`config.mk`:
```
export PLATFORM = sky130hd
export DESIGN_NAME = uart_tx_fifo
export DESIGN_NICKNAME = d
export VERILOG_FILES = /design/src/rtl/uart_pkg.sv /design/src/rtl/sync_fifo.sv /design/src/rtl/uart_tx_fifo.sv
export SDC_FILE = /design/constraint.sdc
export NUM_CORES = 1
export LEC_CHECK = 0
export CAP_MARGIN = 20
export CORE_MARGIN = 3
export CORE_UTILIZATION = 50
export CTS_CLUSTER_SIZE = 40
export DETAILED_ROUTE_END_ITERATION = 16
export DONT_BUFFER_PORTS = 1
export PLACE_DENSITY_LB_ADDON = 0.1
export SETUP_SLACK_MARGIN = 0.3
export SLEW_MARGIN = 20
export SYNTH_ARGS = -nofsm -noshare
export SYNTH_HDL_FRONTEND = slang
export SYNTH_SLANG_ARGS = --single-unit
```
`constraint.sdc`:
```
create_clock -name clk -period 3.7 [get_ports clk]
set_input_delay 0.555 -clock clk [delete_from_list [all_inputs] [get_ports clk]]
set_output_delay 0.555 -clock clk [all_outputs]
set_load 0.05 [all_outputs]
```
`src/rtl/uart_pkg.sv`:
```
// Shared definitions for the UART transmit FIFO: FSM state encoding and
// default parameter values used by uart_tx_fifo and sync_fifo.
package uart_pkg;

    localparam int DEF_DATA_BITS   = 8;
    localparam int DEF_DEPTH       = 16;
    localparam int DEF_ACT_TIMEOUT = 4;

    typedef enum logic [1:0] {
        IDLE     = 2'd0,
        SEND     = 2'd1,
        WAIT_ACT = 2'd2,
        BUSY     = 2'd3
    } tx_state_t;

endpackage

```
`src/rtl/sync_fifo.sv`:
```
// Single-clock FIFO with registered level/empty/full flags.
// Push while full and pop while empty are ignored internally, so callers may
// present raw requests. Depth must be a power of two so the pointers wrap
// naturally modulo depth.
module sync_fifo
    import uart_pkg::*;
#(
    parameter int width = DEF_DATA_BITS,
    parameter int depth = DEF_DEPTH
) (
    input  logic                   clk,
    input  logic                   rst,
    input  logic                   push,
    input  logic                   pop,
    input  logic [width-1:0]       wr_data,
    output logic [width-1:0]       rd_data,
    output logic [$clog2(depth):0] level,
    output logic                   empty,
    output logic                   full
);

    localparam int aw = $clog2(depth);
    localparam int lw = aw + 1;

    logic [width-1:0] mem [depth];
    logic [aw-1:0]    wr_ptr;
    logic [aw-1:0]    rd_ptr;
    logic             do_push;
    logic             do_pop;
    logic [lw-1:0]    next_level;

    assign do_push = push && !full;
    assign do_pop  = pop && !empty;
    assign rd_data = mem[rd_ptr];

    // Occupancy after this edge; flags are derived from it so all three agree.
    always_comb begin
        next_level = level + lw'(do_push) - lw'(do_pop);
    end

    // Storage array; contents need no reset because the pointers gate reads.
    always_ff @(posedge clk) begin
        if (!rst && do_push) begin
            mem[wr_ptr] <= wr_data;
        end
    end

    // Pointers and registered occupancy flags.
    always_ff @(posedge clk) begin
        if (rst) begin
            wr_ptr <= '0;
            rd_ptr <= '0;
            level  <= '0;
            empty  <= 1'b1;
            full   <= 1'b0;
        end else begin
            if (do_push) begin
                wr_ptr <= wr_ptr + aw'(1);
            end
            if (do_pop) begin
                rd_ptr <= rd_ptr + aw'(1);
            end
            level <= next_level;
            empty <= (next_level == '0);
            full  <= (next_level == lw'(depth));
        end
    end

endmodule

```
`src/rtl/uart_tx_fifo.sv`:
```
// Host-side FIFO feeding a UART transmitter. Characters are popped one at a
// time into a holding register, launched with a single-cycle strobe, and the
// transmitter's busy signal is then tracked so the next launch waits for the
// current frame to finish. A missing busy response raises a sticky error.
module uart_tx_fifo
    import uart_pkg::*;
#(
    parameter int data_bits   = DEF_DATA_BITS,
    parameter int depth       = DEF_DEPTH,
    parameter int act_timeout = DEF_ACT_TIMEOUT
) (
    input  logic                   clk,
    input  logic                   rst,
    input  logic [data_bits-1:0]   in_data,
    input  logic                   in_vld,
    output logic                   in_rdy,
    output logic [data_bits-1:0]   tx_data_in,
    output logic                   tx_data_vld,
    input  logic                   tx_active,
    output logic [$clog2(depth):0] fifo_level,
    output logic                   fifo_empty,
    output logic                   fifo_full,
    output logic                   overflow,
    output logic                   tx_err
);

    localparam int cw = (act_timeout < 2) ? 1 : $clog2(act_timeout);
    localparam logic [cw-1:0] cnt_last = cw'(act_timeout - 1);

    tx_state_t            state;
    logic [cw-1:0]        cnt;
    logic                 push;
    logic                 pop;
    logic [data_bits-1:0] head;

    assign in_rdy = !fifo_full;
    assign push   = in_vld && in_rdy;
    assign pop    = (state == IDLE) && !fifo_empty && !tx_active;

    // The strobe comes from the registered state; it is also masked by
    // tx_active so a transmitter that is already busy never sees a launch.
    assign tx_data_vld = (state == SEND) && !tx_active;

    sync_fifo #(
        .width (data_bits),
        .depth (depth)
    ) u_fifo (
        .clk     (clk),
        .rst     (rst),
        .push    (push),
        .pop     (pop),
        .wr_data (in_data),
        .rd_data (head),
        .level   (fifo_level),
        .empty   (fifo_empty),
        .full    (fifo_full)
    );

    // Sticky flag for a character offered while the FIFO had no room.
    always_ff @(posedge clk) begin
        if (rst) begin
            overflow <= 1'b0;
        end else if (in_vld && fifo_full) begin
            overflow <= 1'b1;
        end
    end

    // Launch FSM: pop head, strobe, wait for busy to rise, wait for it to fall.
    always_ff @(posedge clk) begin
        if (rst) begin
            state      <= IDLE;
            tx_data_in <= '0;
            cnt        <= '0;
            tx_err     <= 1'b0;
        end else begin
            case (state)
                IDLE: begin
                    if (pop) begin
                        state      <= SEND;
                        tx_data_in <= head;
                    end
                end
                SEND: begin
                    state <= WAIT_ACT;
                    cnt   <= '0;
                end
                WAIT_ACT: begin
                    if (tx_active) begin
                        state <= BUSY;
                        cnt   <= '0;
                    end else if (cnt == cnt_last) begin
                        state  <= IDLE;
                        tx_err <= 1'b1;
                        cnt    <= '0;
                    end else begin
                        cnt <= cnt + cw'(1);
                    end
                end
                BUSY: begin
                    if (!tx_active) begin
                        state <= IDLE;
                    end
                end
                default: begin
                    state <= IDLE;
                end
            endcase
        end
    end

endmodule

```
==> results of run 1 <==
## synthesized netlist by cell type, drive strengths merged, types with 3 or more instances
| library cell | count |
|---|---|
| inv | 12 |
| buf | 10 |
| edfxtp | 128 |
| mux4 | 32 |
| xnor2 | 4 |
| mux2i | 16 |
| nor2b | 6 |
| xor2 | 6 |
| nand3b | 10 |
| or3 | 3 |
| nand2b | 3 |
| dfxtp | 29 |
| a21oi | 11 |
| nand2 | 10 |
| o221ai | 8 |
| nor2 | 33 |
| ha | 16 |
| clkbuf | 6 |
## worst paths after layout
check / to / slack (ns) / depth (start not counted)
setup / recovery: u_fifo.full / 0.58 / 13
hold / removal: u_fifo.rd_ptr[2] / 0.20 / 1
setup reg to reg: u_fifo.full / 0.58 / 13
hold reg to reg: cnt[1] / 0.48 / 2
## power breakdown
group          total (mW)  switching, mW  leakage [nW]  internal (mW)
combinational       0.630          0.327         0.667          0.302
sequential           2.26          0.260          1.39           2.00
clock                1.56          0.653         0.250          0.906
## worst register-to-register path: stages (launching register included)
cell and delay (ns):
dfxtp_1 0.41, inv_1 0.11, ha_1 0.24, nand2_1 0.07, buf_4 0.17, clkinv_1 0.20, ha_1 0.32, inv_1 0.06
ha_1 0.15, inv_1 0.06, fa_1 0.40, xnor2_1 0.16, or3b_2 0.46, a2111oi_2 0.20
## layer usage
metal,up-vias,part of all wire (%)
met5,-,0
met4,0,1.2
met3,11,7.6
met2,78,50
met1,1533,41
li1,1440,-
## flip-flops by register name (all words and copies together) (netlist names)
register,cells
u_fifo.mem,128
tx_data_in,8
u_fifo.level,5
u_fifo.rd_ptr,4
u_fifo.wr_ptr,4
cnt,2
state,2
overflow,1
tx_err,1
u_fifo.empty,1
u_fifo.full,1
## cell type report
class	instances	area, um^2
clock inverter	12	100
multi-input combinational	174	1850
clock buffer	17	425
tap	168	210
sequential	157	4430
timing repair buffer	5	37.5
fill	958	5210
inverter	13	48.8
## kinds of logic (layout without fill, tap and decap cells)
kind of cell               Yosys count  in the layout  synth area share [%]
DFF                                157            157                  68.7
xor gates and xnor gates            10             10                  1.36
and+or+nand+nor                     72             72                  5.66
adders and majority gates           17             17                  3.42
AOI/OAI and AO/OA                   27             27                  3.03
buffers and inverters               29             47                  2.55
muxes                               48             48                  15.3
## timing repair
item | in CTS | in global routing
endpoints found under the setup margin | 0 | 1
setup buffers | 0 | 0
gates resized for setup | 0 | 1
==> results.sh, run 1 <==
export IMPL_outcome="completed"
export IMPL_root_buffer="clkbuf_16"
export IMPL_dpl_worst_slack_ns=0.483
export IMPL_hold_class="input port to flip-flop"
export IMPL_hp_start="rst"
export IMPL_netlist_cell_type_count=40
export IMPL_syn_area_per_cell_um2=17.9
export IMPL_utilization_pct=57.7
export IMPL_slew_viol_final=0
export IMPL_drc=0
export IMPL_grtUsageMet2_pct=28.1
export IMPL_critPathSlowestCell="or3b_2"
export IMPL_worstSetupStartpointType="flip-flop"
export IMPL_start_util_pct=52.3
export IMPL_synth_edf_count=128
export IMPL_synth_area_leader_cell="edfxtp_1"
export IMPL_clock_sinks=157
export IMPL_drive_above_1_share_pct=11.4
export IMPL_synth_top_area_share_pct=59.7
export IMPL_initialDrtViolationCount=181
export IMPL_cts_max_level=4
export IMPL_place_gp_congestion=0.733
export IMPL_grt_ovfl_total=0
export IMPL_yosysSeqAreaShare_pct=68.7
export IMPL_rsz0062_at_grt="no"
export IMPL_clk_pin_slew_ns=0.06
export IMPL_antenna_found_initial=0
export IMPL_timing_rr_start="state[0]"
export IMPL_vias_per_cell=5.61
export IMPL_cts_hold_buf=0
export IMPL_die_area_um2=14300
export IMPL_placed_area_um2=6570
export IMPL_critPathMaxFanout=11
export IMPL_use_met3_pct=5.84
export IMPL_worst_setup_path_type="flip-flop to flip-flop"
export IMPL_async_flop_share_pct=0
export IMPL_timing_final_crit_share_pct=84.3
export IMPL_top_usage_layer="met2"
export IMPL_area_growth_syn_to_layout_pct=10.3
export IMPL_clock_path_buffers=2
export IMPL_setup_slack_ns=0.581
export IMPL_tns_ns=0
export IMPL_clk_insertion_delay_late_ns=0.42
export IMPL_ys_ff_latch=157
export IMPL_detail_route_antenna_nets=0
export IMPL_power_density_nw_per_um2=627
export IMPL_post_place_cells=517
export IMPL_cp_arrival_ns=3.43
export IMPL_grt_pass1_vias=3150
export IMPL_critPathMaxStageDelay_ns=0.46
export IMPL_fp_dieH_um=119
export IMPL_fin_cells=546
export IMPL_period_needed_ns=3.12
export IMPL_layout_commonest_cell="edfxtp_1"
export IMPL_cts_tree="yes"
export IMPL_syn_nets=389
export IMPL_cp_top_family="adder cells"
export IMPL_synth_top_flop_cell="edfxtp_1"
export IMPL_holdWs_ns=0.202
export IMPL_hold_violations=0
export IMPL_synth_area_um2=6440
export IMPL_wl_per_cell_um=21.5
export IMPL_final_nets=397
export IMPL_worstPathCellList="inv_1 > ha_1 > nand2_1 > buf_4 > clkinv_1 > ha_1 > inv_1 > ha_1 > inv_1 > fa_1 > xnor2_1 > or3b_2 > a2111oi_2"
export IMPL_worst_pin_slew_ns=1.04
export IMPL_crit_path_end_kind="flip-flop"
export IMPL_setup_viol=0
export IMPL_final_cell_mix="128 x edfxtp_1, 33 x nor2_1, 27 x mux4_1, 26 x dfxtp_1, 17 x clkbuf_16"
export IMPL_ir_drop_uv=370
export IMPL_startpoint="state[0]"
export IMPL_fmax_mhz=321
export IMPL_antenna_cells=0
export IMPL_place_hpwl_um=7310
export IMPL_yosys_warnings=0
export IMPL_synthCells=360
export IMPL_die_w_um=119
export IMPL_cap_violations=0
export IMPL_p_total_mw=4.45
export IMPL_core_area_um2=12300
export IMPL_worst_clock_skew_ns=0.00720
export IMPL_worstPathRequired_ns=4.01
export IMPL_track_usage_pct=17.7
export IMPL_leakagePower_nw=2.31
export IMPL_ios=31
export IMPL_grt_max_degree=36
export IMPL_synth_area_leaders="edfxtp_1 60%, mux4_1 11%, dfxtp_1 9.0%, ha_1 3.1%, mux2i_1 2.5%"
export IMPL_port_buffers=0
export IMPL_grt_pass1_wl_um=18200
export IMPL_gr_usage_met1_pct=23.0
export IMPL_firstDrtPassIters=4
export IMPL_slew_headroom_pct=30.3
export IMPL_wl_um=11800
export IMPL_critical_path_buf_inv_count=5
export IMPL_row_count=40
export IMPL_numCtsBuffers=17
export IMPL_vias=3062
export IMPL_design_area_um2=7100
Note: power is estimated with default switching activity, not from simulation.
==> run 2: changes to the inputs <==
==> constraint.sdc (replaced) <==
create_clock -name clk -period 3.2 [get_ports clk]
set_input_delay 0.48 -clock clk [delete_from_list [all_inputs] [get_ports clk]]
set_output_delay 0.48 -clock clk [all_outputs]
set_load 0.05 [all_outputs]
==> results.sh, run 2 (synthesis results as in run 1) <==
export IMPL_outcome="completed"
export IMPL_fill_cells=951
export IMPL_slew_viol_final=0
export IMPL_fp_dieH_um=119
export IMPL_slew_headroom_pct=37.3
export IMPL_post_place_cells=530
export IMPL_drive_above_1_share_pct=15.2
export IMPL_hold_class="input port to flip-flop"
export IMPL_leakagePower_nw=2.40
export IMPL_crit_path_end_kind="flip-flop"
export IMPL_power_density_nw_per_um2=722
export IMPL_tns_ns=0
export IMPL_cts_max_level=4
export IMPL_die_w_um=119
export IMPL_core_area_um2=12300
export IMPL_startpoint="state[0]"
export IMPL_fmax_mhz=369
export IMPL_antenna_found_initial=0
export IMPL_cts_tree="yes"
export IMPL_ios=31
export IMPL_numCtsBuffers=17
export IMPL_worst_setup_path_type="flip-flop to flip-flop"
export IMPL_detail_route_antenna_nets=0
export IMPL_grt_max_degree=36
export IMPL_rsz0062_at_grt="no"
export IMPL_track_usage_pct=17.7
export IMPL_wl_um=11700
export IMPL_port_buffers=0
export IMPL_endpoint="u_fifo.full"
export IMPL_place_gp_congestion=0.771
export IMPL_internal_power_mw=3.75
export IMPL_area_growth_syn_to_layout_pct=12.5
export IMPL_worst_clock_skew_ns=0.00410
export IMPL_start_util_pct=52.3
export IMPL_row_count=40
export IMPL_grt_pass1_vias=3268
export IMPL_fin_cells=562
export IMPL_clk_pin_slew_ns=0.06
export IMPL_timing_rr_start="state[0]"
export IMPL_layout_commonest_cell="edfxtp_1"
export IMPL_vias_per_cell=5.58
export IMPL_grt_pass1_wl_um=18400
export IMPL_critPathSlowestCell="or3b_2"
export IMPL_critPathMaxStageDelay_ns=0.46
export IMPL_final_nets=410
export IMPL_setup_viol=0
export IMPL_place_hpwl_um=7630
export IMPL_worst_r2r_setup_slack_ns=0.49
export IMPL_final_cell_mix="128 x edfxtp_1, 33 x nor2_1, 27 x mux4_1, 26 x dfxtp_1"
export IMPL_worst_pin_slew_ns=0.939
export IMPL_timing_final_crit_share_pct=84.8
export IMPL_clock_sinks=157
export IMPL_timing_rr_end="u_fifo.full"
export IMPL_seqPwrFrac_pct=48.7
export IMPL_clock_path_buffers=2
export IMPL_period_needed_ns=2.71
export IMPL_critPathMaxFanout=6
export IMPL_regArea_um2=4430
export IMPL_worstPathRequired_ns=3.52
export IMPL_multiInputGateArea_um2=1850
export IMPL_largest_register_ffs=128
export IMPL_cap_violations=0
export IMPL_worstPathCellList="inv_1 > ha_1 > nand2_2 > inv_4 > ha_1 > inv_1 > ha_1 > inv_1 > fa_1 > xnor2_1 > or3b_2 > a2111oi_2"
export IMPL_clkPwrFrac_pct=35.4
export IMPL_largest_register="u_fifo.mem"
export IMPL_vias=3136
export IMPL_drc=0
export IMPL_antenna_cells=0
export IMPL_swShare_pct=28.1
export IMPL_wl_per_cell_um=20.8
export IMPL_hold_violations=0
export IMPL_worstSetupStartpointType="flip-flop"
export IMPL_firstDrtPassIters=4
export IMPL_utilization_pct=58.8
export IMPL_cts_hold_buf=0
export IMPL_initialDrtViolationCount=246
export IMPL_root_buffer="clkbuf_16"
export IMPL_p_comb_share_pct=15.9
export IMPL_grt_ovfl_total=0
export IMPL_die_area_um2=14300
export IMPL_p_sw_mw=1.47
export IMPL_clk_insertion_delay_late_ns=0.42
export IMPL_cp_arrival_ns=3.03
export IMPL_ir_drop_uv=630
export IMPL_reg_largest_list="u_fifo.mem (128), tx_data_in (8), u_fifo.level (5)"
export IMPL_r2r_cells=12
==> run 2: cell types whose count changed in the layout (fill, tap and decap cells not counted) <==
cell        before  now
clkinvlp_4       3    2
nand2_1         10    9
inv_6            2    1
clkinv_1         4    3
clkbuf_1         0    1
clkinv_4         1    4
nand2_2          0    1
buf_4            5   17
inv_8            0    1
buf_12           0    1
inv_4            0    1
==> run 2: metal layers <==
metal | vias to the layer above | routed length [um] | track usage, %
met5 | - | 0 | 0
met4 | 0 | 240 | 7.87
met3 | 20 | 571 | 5.08
met2 | 59 | 5920 | 29.3
met1 | 1585 | 4960 | 21.8
li1 | 1472 | - | -
==> run 2: critical path, delay by kind of cell, from the launching register on <==
family / cells / cell delay (ns)
adders and majority gates: 4 / 1.06
DFF: 1 / 0.36
buffers and inverters: 4 / 0.26
AOI/OAI and AO/OA: 1 / 0.21
and+or+nand+nor: 2 / 0.56
xor gates and xnor gates: 1 / 0.16
==> run 2: metrics by stage <==
| step | area [um^2] | power [mW] | worst slack [ns] | hold slack (ns) |
|---|---|---|---|---|
| finish | 7240 | 5.22 | 0.487 | 0.121 |
| global route | 7240 | 5.46 | 0.320 | 0.110 |
| CTS | 7230 | 5.27 | 0.317 | 0.102 |
| detailed placement | 6680 | 3.42 | 0.238 | 0.473 |
| global placement | 6680 | 3.40 | 0.360 | 0.454 |
| floorplan | 6440 | 3.23 | 0.329 | 0.449 |
==> run 2: power groups by stage <==
stage	sequential (mW)	clock (mW)	combinational, mW
2_1_floorplan	2.59	0	0.638
3_3_place_gp	2.58	0	0.815
3_5_place_dp	2.59	0	0.831
4_1_cts	2.55	1.89	0.837
5_1_grt	2.56	1.97	0.933
6_report	2.54	1.85	0.830
==> run 2: worst min path at each step <==
stage | startpoint | end | slack (ns) | cells past startpoint
finish | rst | u_fifo.level[1] | 0.12 | 1
global placement | cnt[1] | cnt[1] | 0.45 | 2
detailed placement | cnt[1] | cnt[1] | 0.47 | 2
global route | rst | u_fifo.level[1] | 0.11 | 1
CTS | rst | u_fifo.rd_ptr[1] | 0.10 | 1
floorplan | cnt[1] | cnt[1] | 0.45 | 2
==> run 2: cell type report <==
cell class / count / area share [%]
flip-flops and latches: 157 / 61.2
well taps: 168 / 2.90
inverters: 13 / 0.709
clock inverters: 14 / 1.68
multi-input cells: 174 / 25.6
repair buffers: 18 / 2.04
clock buffers: 18 / 5.93
==> run 2: repair_timing <==
item                       4_1_cts  5_1_grt
buffers inserted                 0        0
setup endpoints to repair        1        2
gates resized for setup          1        4
==> run 3: changes to the inputs <==
==> constraint.sdc (replaced) <==
create_clock -name clk -period 2.6 [get_ports clk]
set_input_delay 0.39 -clock clk [delete_from_list [all_inputs] [get_ports clk]]
set_output_delay 0.39 -clock clk [all_outputs]
set_load 0.05 [all_outputs]
==> results.sh, run 3 (synthesis results as in run 1) <==
export IMPL_outcome="completed"
export IMPL_vias=3264
export IMPL_reg_largest_list="u_fifo.mem (128), tx_data_in (8), u_fifo.level (5)"
export IMPL_drc=0
export IMPL_largest_register_ffs=128
export IMPL_worst_clock_skew_ns=0.00400
export IMPL_vias_per_cell=5.62
export IMPL_critPathSlowestCell="or3_4"
export IMPL_antenna_cells=0
export IMPL_post_place_cells=540
export IMPL_fill_cells=916
export IMPL_dpl_worst_slack_ns=0.0438
export IMPL_hold_class="input port to flip-flop"
export IMPL_leakagePower_nw=2.50
export IMPL_worstSetupStartpointType="flip-flop"
export IMPL_largest_register="u_fifo.mem"
export IMPL_timing_final_crit_share_pct=91.9
export IMPL_row_count=40
export IMPL_grt_pass1_wl_um=19400
export IMPL_power_density_nw_per_um2=893
export IMPL_wl_per_cell_um=21.5
export IMPL_cp_top_family="adder cells"
export IMPL_track_usage_pct=18.8
export IMPL_grt_max_degree=36
export IMPL_firstDrtPassIters=4
export IMPL_numCtsBuffers=17
export IMPL_clk_pin_slew_ns=0.06
export IMPL_ir_drop_uv=460
export IMPL_antenna_found_initial=0
export IMPL_detail_route_antenna_nets=0
export IMPL_placed_area_um2=6830
export IMPL_layout_commonest_cell="edfxtp_1"
export IMPL_fmax_mhz=419
export IMPL_crit_path_end_kind="flip-flop"
export IMPL_ios=31
export IMPL_slew_headroom_pct=61.4
export IMPL_wl_um=12500
export IMPL_start_util_pct=52.3
export IMPL_drive_above_1_share_pct=21.1
export IMPL_cts_tree="yes"
export IMPL_clock_sinks=157
export IMPL_hold_violations=0
export IMPL_die_area_um2=14300
export IMPL_area_growth_syn_to_layout_pct=15.8
export IMPL_worst_pin_slew_ns=0.578
export IMPL_cp_arrival_ns=2.71
export IMPL_place_gp_congestion=0.784
export IMPL_setup_slack_ns=0.211
export IMPL_critPathMaxFanout=3
export IMPL_die_w_um=119
export IMPL_worstPathRequired_ns=2.92
export IMPL_rsz0062_at_grt="yes"
export IMPL_cpMostUsedCell="ha_4"
export IMPL_period_needed_ns=2.39
export IMPL_setup_viol=0
export IMPL_fin_cells=581
export IMPL_root_buffer="clkbuf_16"
export IMPL_clk_insertion_delay_late_ns=0.42
export IMPL_critical_path_buf_inv_count=4
export IMPL_initialDrtViolationCount=155
export IMPL_critPathMaxStageDelay_ns=0.40
export IMPL_port_buffers=0
export IMPL_worst_setup_path_type="flip-flop to flip-flop"
export IMPL_fp_dieH_um=119
export IMPL_cap_violations=0
export IMPL_core_area_um2=12300
export IMPL_slew_viol_final=0
export IMPL_cts_max_level=4
export IMPL_worstPathCellList="inv_4 > ha_4 > nand2_4 > clkinv_4 > ha_4 > inv_2 > ha_4 > inv_2 > fa_2 > nor2b_1 > o21a_1 > or3_4 > a2111oi_4"
export IMPL_final_nets=429
export IMPL_clock_path_buffers=2
export IMPL_final_cell_mix="128 x edfxtp_1, 35 x buf_4, 33 x nor2_1, 27 x mux4_1, 25 x dfxtp_1"
export IMPL_grt_ovfl_total=0
export IMPL_grt_pass1_vias=3351
export IMPL_place_hpwl_um=7620
export IMPL_p_total_mw=6.66
export IMPL_design_area_um2=7450
export IMPL_tns_ns=0
run 3: changes by cell type in the layout (fill, tap and decap cells not counted), sizes merged:
cell,change
buf,+19
clkbuf,+2
inv,-2
clkinv,-1
clkinvlp,+1
run 3: final cells by class:
type | count | area, um^2 | share of cell area, %
clock buffers | 20 | 437 | 5.86
clock inverters | 12 | 97.6 | 1.31
inverters | 13 | 58.8 | 0.789
multi-input cells | 174 | 1910 | 25.6
flip-flops and latches | 157 | 4440 | 59.5
well taps | 168 | 210 | 2.82
repair buffers | 37 | 303 | 4.06
run 3: per-stage QoR:
step                      utilization (%)  hold WS, ns
after floorplan                         -        0.449
after global placement               55.4        0.456
final                                60.5       0.0313
after CTS                            60.3       0.0111
after global routing                 60.5       0.0123
after detailed placement             55.4        0.463
run 3: path summary, 6_finish.rpt:
check	start	end	slack [ns]	depth (start not counted)
worst min register to register	cnt[1]	cnt[1]	0.47	2
worst max-delay path	state[1]	u_fifo.full	0.21	13
worst min-delay path	rst	u_fifo.level[1]	0.03	1
worst max register to register	state[1]	u_fifo.full	0.21	13
run 3: routing by layer:
| layer | up-vias | wire (um) | global-route usage [%] |
|---|---|---|---|
| met5 | - | 0 | 0 |
| met4 | 0 | 300 | 8.45 |
| met3 | 21 | 660 | 5.70 |
| met2 | 96 | 6340 | 30.8 |
| met1 | 1638 | 5180 | 23.0 |
| li1 | 1509 | - | - |
run 3: repair_timing:
action | in CTS | in global routing
buffers inserted | 5 | 4
hold buffers | 0 | 0
gates resized for setup | 6 | 1
pin swaps | 4 | 0
endpoints found under the setup margin | 3 | 3
run 3: where the power goes:
group / switching, mW / internal (mW) / total, mW
Combinational: 0.764 / 0.616 / 1.38
Clock: 0.936 / 1.30 / 2.24
Sequential: 0.184 / 2.85 / 3.04
Total: 1.88 / 4.77 / 6.66
